### src/rtl/mfp_ahb_lite_master_pkg.sv
// ---------------------------------------------------------------------------
// mfp_ahb_lite_master_pkg
//   AHB-Lite encodings used by the MFP bus master: transfer types, the fixed
//   word size and SINGLE burst, and response codes. Also a small helper that
//   maps "this stage should appear on the bus" onto an HTRANS value.
// ---------------------------------------------------------------------------
package mfp_ahb_lite_master_pkg;

    localparam logic [1:0] HTRANS_IDLE   = 2'b00;
    localparam logic [1:0] HTRANS_NONSEQ = 2'b10;
    localparam logic [2:0] HSIZE_WORD    = 3'b010;
    localparam logic [2:0] HBURST_SINGLE = 3'b000;
    localparam logic       HRESP_OKAY    = 1'b0;
    localparam logic       HRESP_ERROR   = 1'b1;

    // Only single word transfers are issued, so HTRANS is IDLE or NONSEQ.
    function automatic logic [1:0] htrans_for(input logic issue);
        return issue ? HTRANS_NONSEQ : HTRANS_IDLE;
    endfunction

endpackage

### src/rtl/mfp_ahb_lite_master.sv
// ---------------------------------------------------------------------------
// mfp_ahb_lite_master
//   Single-transfer AHB-Lite initiator. Commands (cmd_*) are turned into
//   NONSEQ word transfers; one response (rsp_*) is returned per command in
//   order. Address and data phases are pipelined so zero-wait-state slaves
//   sustain one transfer per cycle.
//
// Ports
//   HCLK, HRESET            clock, asynchronous active-high reset
//   cmd_valid/ready/write/addr/wdata   command stream (valid/ready handshake)
//   rsp_valid/rdata/err     response pulse, read data (0 for writes), error
//   busy                    a transfer is in its address or data phase
//   HADDR..HWDATA           registered AHB-Lite master outputs
//   HRDATA, HREADY, HRESP   AHB-Lite inputs (HREADY is the system HREADY)
//
// Only DATA_W = 32 is meaningful: HSIZE is fixed to a word.
// ---------------------------------------------------------------------------
module mfp_ahb_lite_master
    import mfp_ahb_lite_master_pkg::*;
#(
    parameter int ADDR_W     = 32,
    parameter int DATA_W     = 32,
    parameter int ERR_CANCEL = 0
) (
    input  logic              HCLK,
    input  logic              HRESET,
    input  logic              cmd_valid,
    output logic              cmd_ready,
    input  logic              cmd_write,
    input  logic [ADDR_W-1:0] cmd_addr,
    input  logic [DATA_W-1:0] cmd_wdata,
    output logic              rsp_valid,
    output logic [DATA_W-1:0] rsp_rdata,
    output logic              rsp_err,
    output logic              busy,
    output logic [ADDR_W-1:0] HADDR,
    output logic [1:0]        HTRANS,
    output logic              HWRITE,
    output logic [2:0]        HSIZE,
    output logic [2:0]        HBURST,
    output logic [DATA_W-1:0] HWDATA,
    input  logic [DATA_W-1:0] HRDATA,
    input  logic              HREADY,
    input  logic              HRESP
);

    // Address stage
    logic              a_valid_q, a_valid_d;
    logic              a_cancel_q, a_cancel_d;
    logic [ADDR_W-1:0] a_addr_q, a_addr_d;
    logic              a_write_q, a_write_d;
    logic [DATA_W-1:0] a_wdata_q, a_wdata_d;
    logic [1:0]        htrans_q, htrans_d;

    // Data stage (hwdata_q is the data-stage write data driven on HWDATA)
    logic              d_valid_q, d_valid_d;
    logic              d_write_q, d_write_d;
    logic              d_cancel_q, d_cancel_d;
    logic [DATA_W-1:0] hwdata_q, hwdata_d;

    // Response
    logic              rsp_valid_q, rsp_valid_d;
    logic [DATA_W-1:0] rsp_rdata_q, rsp_rdata_d;
    logic              rsp_err_q, rsp_err_d;

    logic accept;
    logic a_done;
    logic d_done;
    logic cancel_now;

    assign cmd_ready = !a_valid_q || HREADY;
    assign accept    = cmd_valid && cmd_ready;
    assign a_done    = a_valid_q && HREADY;
    // A cancelled entry never reached the bus, so it retires on the next edge
    // without waiting for the slave.
    assign d_done    = d_valid_q && (HREADY || d_cancel_q);

    // First cycle of a two-cycle ERROR response (HRESP=1, HREADY=0): AHB
    // allows the master to drop the pending address phase to IDLE here.
    assign cancel_now = (ERR_CANCEL != 0) && d_valid_q && !d_cancel_q &&
                        (HRESP == HRESP_ERROR) && !HREADY &&
                        a_valid_q && !a_cancel_q;

    always_comb begin
        a_valid_d  = a_valid_q;
        a_cancel_d = a_cancel_q;
        a_addr_d   = a_addr_q;
        a_write_d  = a_write_q;
        a_wdata_d  = a_wdata_q;

        if (accept) begin
            a_valid_d  = 1'b1;
            a_cancel_d = 1'b0;
            a_addr_d   = cmd_addr;
            a_write_d  = cmd_write;
            a_wdata_d  = cmd_wdata;
        end else if (a_done) begin
            a_valid_d  = 1'b0;
            a_cancel_d = 1'b0;
        end else if (cancel_now) begin
            a_cancel_d = 1'b1;
        end

        htrans_d = htrans_for(a_valid_d && !a_cancel_d);
    end

    always_comb begin
        d_valid_d  = d_valid_q;
        d_write_d  = d_write_q;
        d_cancel_d = d_cancel_q;
        hwdata_d   = hwdata_q;

        // Whenever the address stage advances, any data-stage entry retires
        // on the same edge, so the data stage can simply be overwritten.
        if (a_done) begin
            d_valid_d  = 1'b1;
            d_write_d  = a_write_q;
            d_cancel_d = a_cancel_q;
            // A cancelled command never drives the bus; keep HWDATA steady.
            if (!a_cancel_q) begin
                hwdata_d = a_wdata_q;
            end
        end else if (d_done) begin
            d_valid_d  = 1'b0;
            d_cancel_d = 1'b0;
        end
    end

    always_comb begin
        rsp_valid_d = d_done;
        rsp_rdata_d = rsp_rdata_q;
        rsp_err_d   = rsp_err_q;

        if (d_done) begin
            if (d_cancel_q) begin
                rsp_rdata_d = '0;
                rsp_err_d   = 1'b1;
            end else begin
                rsp_rdata_d = d_write_q ? '0 : HRDATA;
                rsp_err_d   = (HRESP == HRESP_ERROR);
            end
        end
    end

    always_ff @(posedge HCLK or posedge HRESET) begin
        if (HRESET) begin
            a_valid_q   <= 1'b0;
            a_cancel_q  <= 1'b0;
            a_addr_q    <= '0;
            a_write_q   <= 1'b0;
            a_wdata_q   <= '0;
            htrans_q    <= HTRANS_IDLE;
            d_valid_q   <= 1'b0;
            d_write_q   <= 1'b0;
            d_cancel_q  <= 1'b0;
            hwdata_q    <= '0;
            rsp_valid_q <= 1'b0;
            rsp_rdata_q <= '0;
            rsp_err_q   <= 1'b0;
        end else begin
            a_valid_q   <= a_valid_d;
            a_cancel_q  <= a_cancel_d;
            a_addr_q    <= a_addr_d;
            a_write_q   <= a_write_d;
            a_wdata_q   <= a_wdata_d;
            htrans_q    <= htrans_d;
            d_valid_q   <= d_valid_d;
            d_write_q   <= d_write_d;
            d_cancel_q  <= d_cancel_d;
            hwdata_q    <= hwdata_d;
            rsp_valid_q <= rsp_valid_d;
            rsp_rdata_q <= rsp_rdata_d;
            rsp_err_q   <= rsp_err_d;
        end
    end

    assign HADDR     = a_addr_q;
    assign HTRANS    = htrans_q;
    assign HWRITE    = a_write_q;
    assign HSIZE     = HSIZE_WORD;
    assign HBURST    = HBURST_SINGLE;
    assign HWDATA    = hwdata_q;
    assign rsp_valid = rsp_valid_q;
    assign rsp_rdata = rsp_rdata_q;
    assign rsp_err   = rsp_err_q;
    assign busy      = a_valid_q || d_valid_q;

endmodule

### config.mk
export PLATFORM = sky130hd
export DESIGN_NAME = mfp_ahb_lite_master
export DESIGN_NICKNAME = d
export VERILOG_FILES = /design/src/rtl/mfp_ahb_lite_master_pkg.sv /design/src/rtl/mfp_ahb_lite_master.sv
export SDC_FILE = /design/constraint.sdc
export NUM_CORES = 1
export LEC_CHECK = 0
export CORE_ASPECT_RATIO = 1.4
export CORE_MARGIN = 2
export CORE_UTILIZATION = 52
export DETAILED_ROUTE_END_ITERATION = 7
export DONT_BUFFER_PORTS = 1
export HOLD_SLACK_MARGIN = 0.1
export PLACE_DENSITY = 0.73
export SYNTH_ARGS = -nofsm -noshare
export SYNTH_HDL_FRONTEND = slang
export SYNTH_SLANG_ARGS = --single-unit
### constraint.sdc
create_clock -name HCLK -period 4.4 [get_ports HCLK]
set_clock_uncertainty 0.1 [all_clocks]
set_input_delay 0.22 -clock HCLK [delete_from_list [all_inputs] [get_ports HCLK]]
set_output_delay 0.22 -clock HCLK [all_outputs]
set_load 0.01 [all_outputs]
==> impl_metrics.json <==
{
  "die_w_um": 90.3,
  "overflow": 0,
  "netlist_area_um2": 5430,
  "final.setup.tns_ps": 0,
  "core_area_um2": 10300,
  "routedLengthMet1_mm": 4.61,
  "critical_path_class": "input port to flip-flop",
  "cts_setup_buffers": 0,
  "ant_nets": 0,
  "first_global_vias": 3911,
  "n_fill_cell": 691,
  "synth.top_cell.area_share_pct": 63.2,
  "viasPerCell": 5.42,
  "drv_slew": 0,
  "hold_path_class": "input port to async pin",
  "clockBufferDepth": 2,
  "syn_inst": 386,
  "r2r_cells": 4,
  "r2r_slack_ps": 1970,
  "nNetsFinal": 586,
  "dieArea_um2": 11300,
  "drtIter0Drc": 147,
  "power.leakage_uw": 0.00308,
  "drive_gt1_share_pct": 28.0,
  "final_common_cell": "dfrtp_1",
  "r2r-end": "a_wdata_q[21]",
  "die_h_um": 125,
  "peakVddDrop_mv": 0.313,
  "grt_pass1_wl_mm": 20.8,
  "ctsRootBufferMaster": "clkbuf_16",
  "power_density_nw_per_um2": 502,
  "cp.required_ps": 4580,
  "clkSinkCount": 137,
  "ys_warn_count": 0,
  "end_kind": "flip-flop",
  "grt_use_total_pct": 23.7,
  "setup-violations-final": 0,
  "numCtsBuffers": 17,
  "drc": 0,
  "antenna_found_initial": 0,
  "total_power_uw": 3520,
  "worst_pin_slew_ps": 1120,
  "row_count": 44,
  "timing.fmax_mhz": 389,
  "critical_path.max_stage_delay_ps": 800,
  "layout_common_cells": "dfrtp_1, dlygate4sd3_1, mux2_2",
  "ys_seq_area_share_pct": 63.2,
  "htreeDepth": 4,
  "hold_viol_final": 0,
  "numPortBuffers": 0,
  "startpoint": "HREADY",
  "gp_congestion": 0.739,
  "synth_top_cells_by_area": "dfrtp_1, mux2_2, mux2_4",
  "met2_length_mm": 6.89,
  "top_layer": "met4",
  "io_pins": 211,
  "rsz0062_at_grt": "false",
  "netlist.top_cell.by_area": "dfrtp_1",
  "drt-total-wl_mm": 12.7,
  "grt_max_degree": 91,
  "final.min_clock_period_ps": 2570,
  "start_kind": "input port",
  "clock_latency_ps": 410,
  "cp-endpoint": "a_wdata_q[21]",
  "path_cells": "dlygate4sd3_1 -> nand2b_2 -> nand2_2 -> buf_4 -> mux2_2",
  "wl_per_cell_um": 19.9,
  "start_util_pct": 52.7,
  "clk_pin_slew_ps": 60,
  "slew_headroom_pct": 25.2,
  "ys_seq_elements": 137,
  "layout_worst_path_cycle_share_pct": 58.5,
  "avgSynthCellArea_um2": 14.1,
  "status": "finished, final reports clean",
  "diodes": 0,
  "cp.arrival_ps": 2750,
  "cp_max_fo": 46,
  "slowest_stage": "nand2_2",
  "vias": 3443,
  "maxCapViolCount": 0,
  "dr.pass1.iters": 4,
  "area_growth_pct": 29.2,
  "tritoncts": "done",
  "synth_cell_types": 22,
  "wl_met3_um": 824,
  "dp_hpwl_mm": 7.08,
  "reg2reg_from": "a_valid_q"
}
==> routing by layer <==
metal,vias to the layer above,global-route usage (%)
li1,1507,-
met1,1728,26.6
met2,175,41.0
met3,33,8.17
met4,0,10.0
met5,-,0
==> final cells by class <==
| class | count | area [um^2] | share of cell area [%] |
|---|---|---|---|
| Clock inverter | 14 | 125 | 1.78 |
| Timing Repair Buffer | 105 | 1040 | 14.9 |
| Multi-Input combinational cell | 220 | 1800 | 25.6 |
| Tap cell | 138 | 173 | 2.46 |
| Clock buffer | 18 | 429 | 6.12 |
| Inverter | 3 | 16.3 | 0.232 |
| Sequential cell | 137 | 3430 | 48.9 |
==> through the flow <==
stage               setup slack, ps  hold slack [ps]  util (%)  instance area [um^2]  cells
finish                         1830              352      68.1                  7010    635
CTS                            1850              375      68.1                  7010    635
detailed placement             2000              197      52.8                  5440    501
floorplan                       412              228         -                  5450    391
global route                   1640              381      68.1                  7010    635
global placement               2070              180      52.8                  5440    501
==> Yosys cell counts <==
master / count
dfrtp_1: 137
mux2_2: 68
o21ai_0: 65
nand2_1: 35
mux2_4: 30
clkbuf_1: 10
buf_6: 8
buf_4: 7
buf_2: 6
inv_1: 3
nor2_1: 3
and3_1: 2
conb_1: 2
nand2b_1: 2
a31o_2: 1
a31oi_1: 1
and3b_1: 1
nand2_2: 1
nand2b_2: 1
o22a_1: 1
or2_1: 1
or2_2: 1
==> how the worst min path moves through the flow <==
stage	start	endpoint	slack, ps	cells after the start
global placement	HRESET	rsp_rdata[23]	180	1
detailed placement	HRESET	rsp_rdata[23]	200	1
finish	HRESET	rsp_rdata[20]	350	2
global route	cmd_addr[14]	HADDR[14]	380	2
floorplan	cmd_valid	a_valid_q	230	1
CTS	cmd_addr[12]	HADDR[12]	380	2
==> cells by family (layout without fill, tap and decap cells) <==
family	count (synthesis)	count (layout)	synth area share [%]
buffers and inverters	34	140	4.08
multiplexers	98	98	22.4
AO/OA/AOI/OAI	68	68	6.43
flip-flops	137	137	63.2
AND/OR/NAND/NOR	47	47	3.76
other	2	7	0.138
==> worst max-delay path, delay by kind of cell <==
family,cells,cell delay (ps)
buffers and inverters,2,1060
AND/OR/NAND/NOR,2,1070
multiplexers,1,390
==> timing repair <==
| action | CTS | global route |
|---|---|---|
| hold buffers | 102 | 0 |
| gates resized for setup | 0 | 0 |
| hold endpoints to repair | 193 | 0 |
==> report_power, final <==
group	switching [uW]	leakage, uW	internal, uW
registers	262	0.00165	1490
clock network	547	0.000255	778
logic	175	0.00118	269
total	984	0.00308	2530
==> flip-flops by register name, indices dropped and copies added (netlist names) <==
| register | cells |
|---|---|
| d_cancel_q | 1 |
| HWDATA | 32 |
| HTRANS | 1 |
| a_cancel_q | 1 |
| rsp_valid | 1 |
| rsp_err | 1 |
| HADDR | 32 |
| a_wdata_q | 32 |
| d_valid_q | 1 |
| d_write_q | 1 |
| HWRITE | 1 |
| a_valid_q | 1 |
| rsp_rdata | 32 |
No activity file was read; power rests on OpenSTA's default activity.
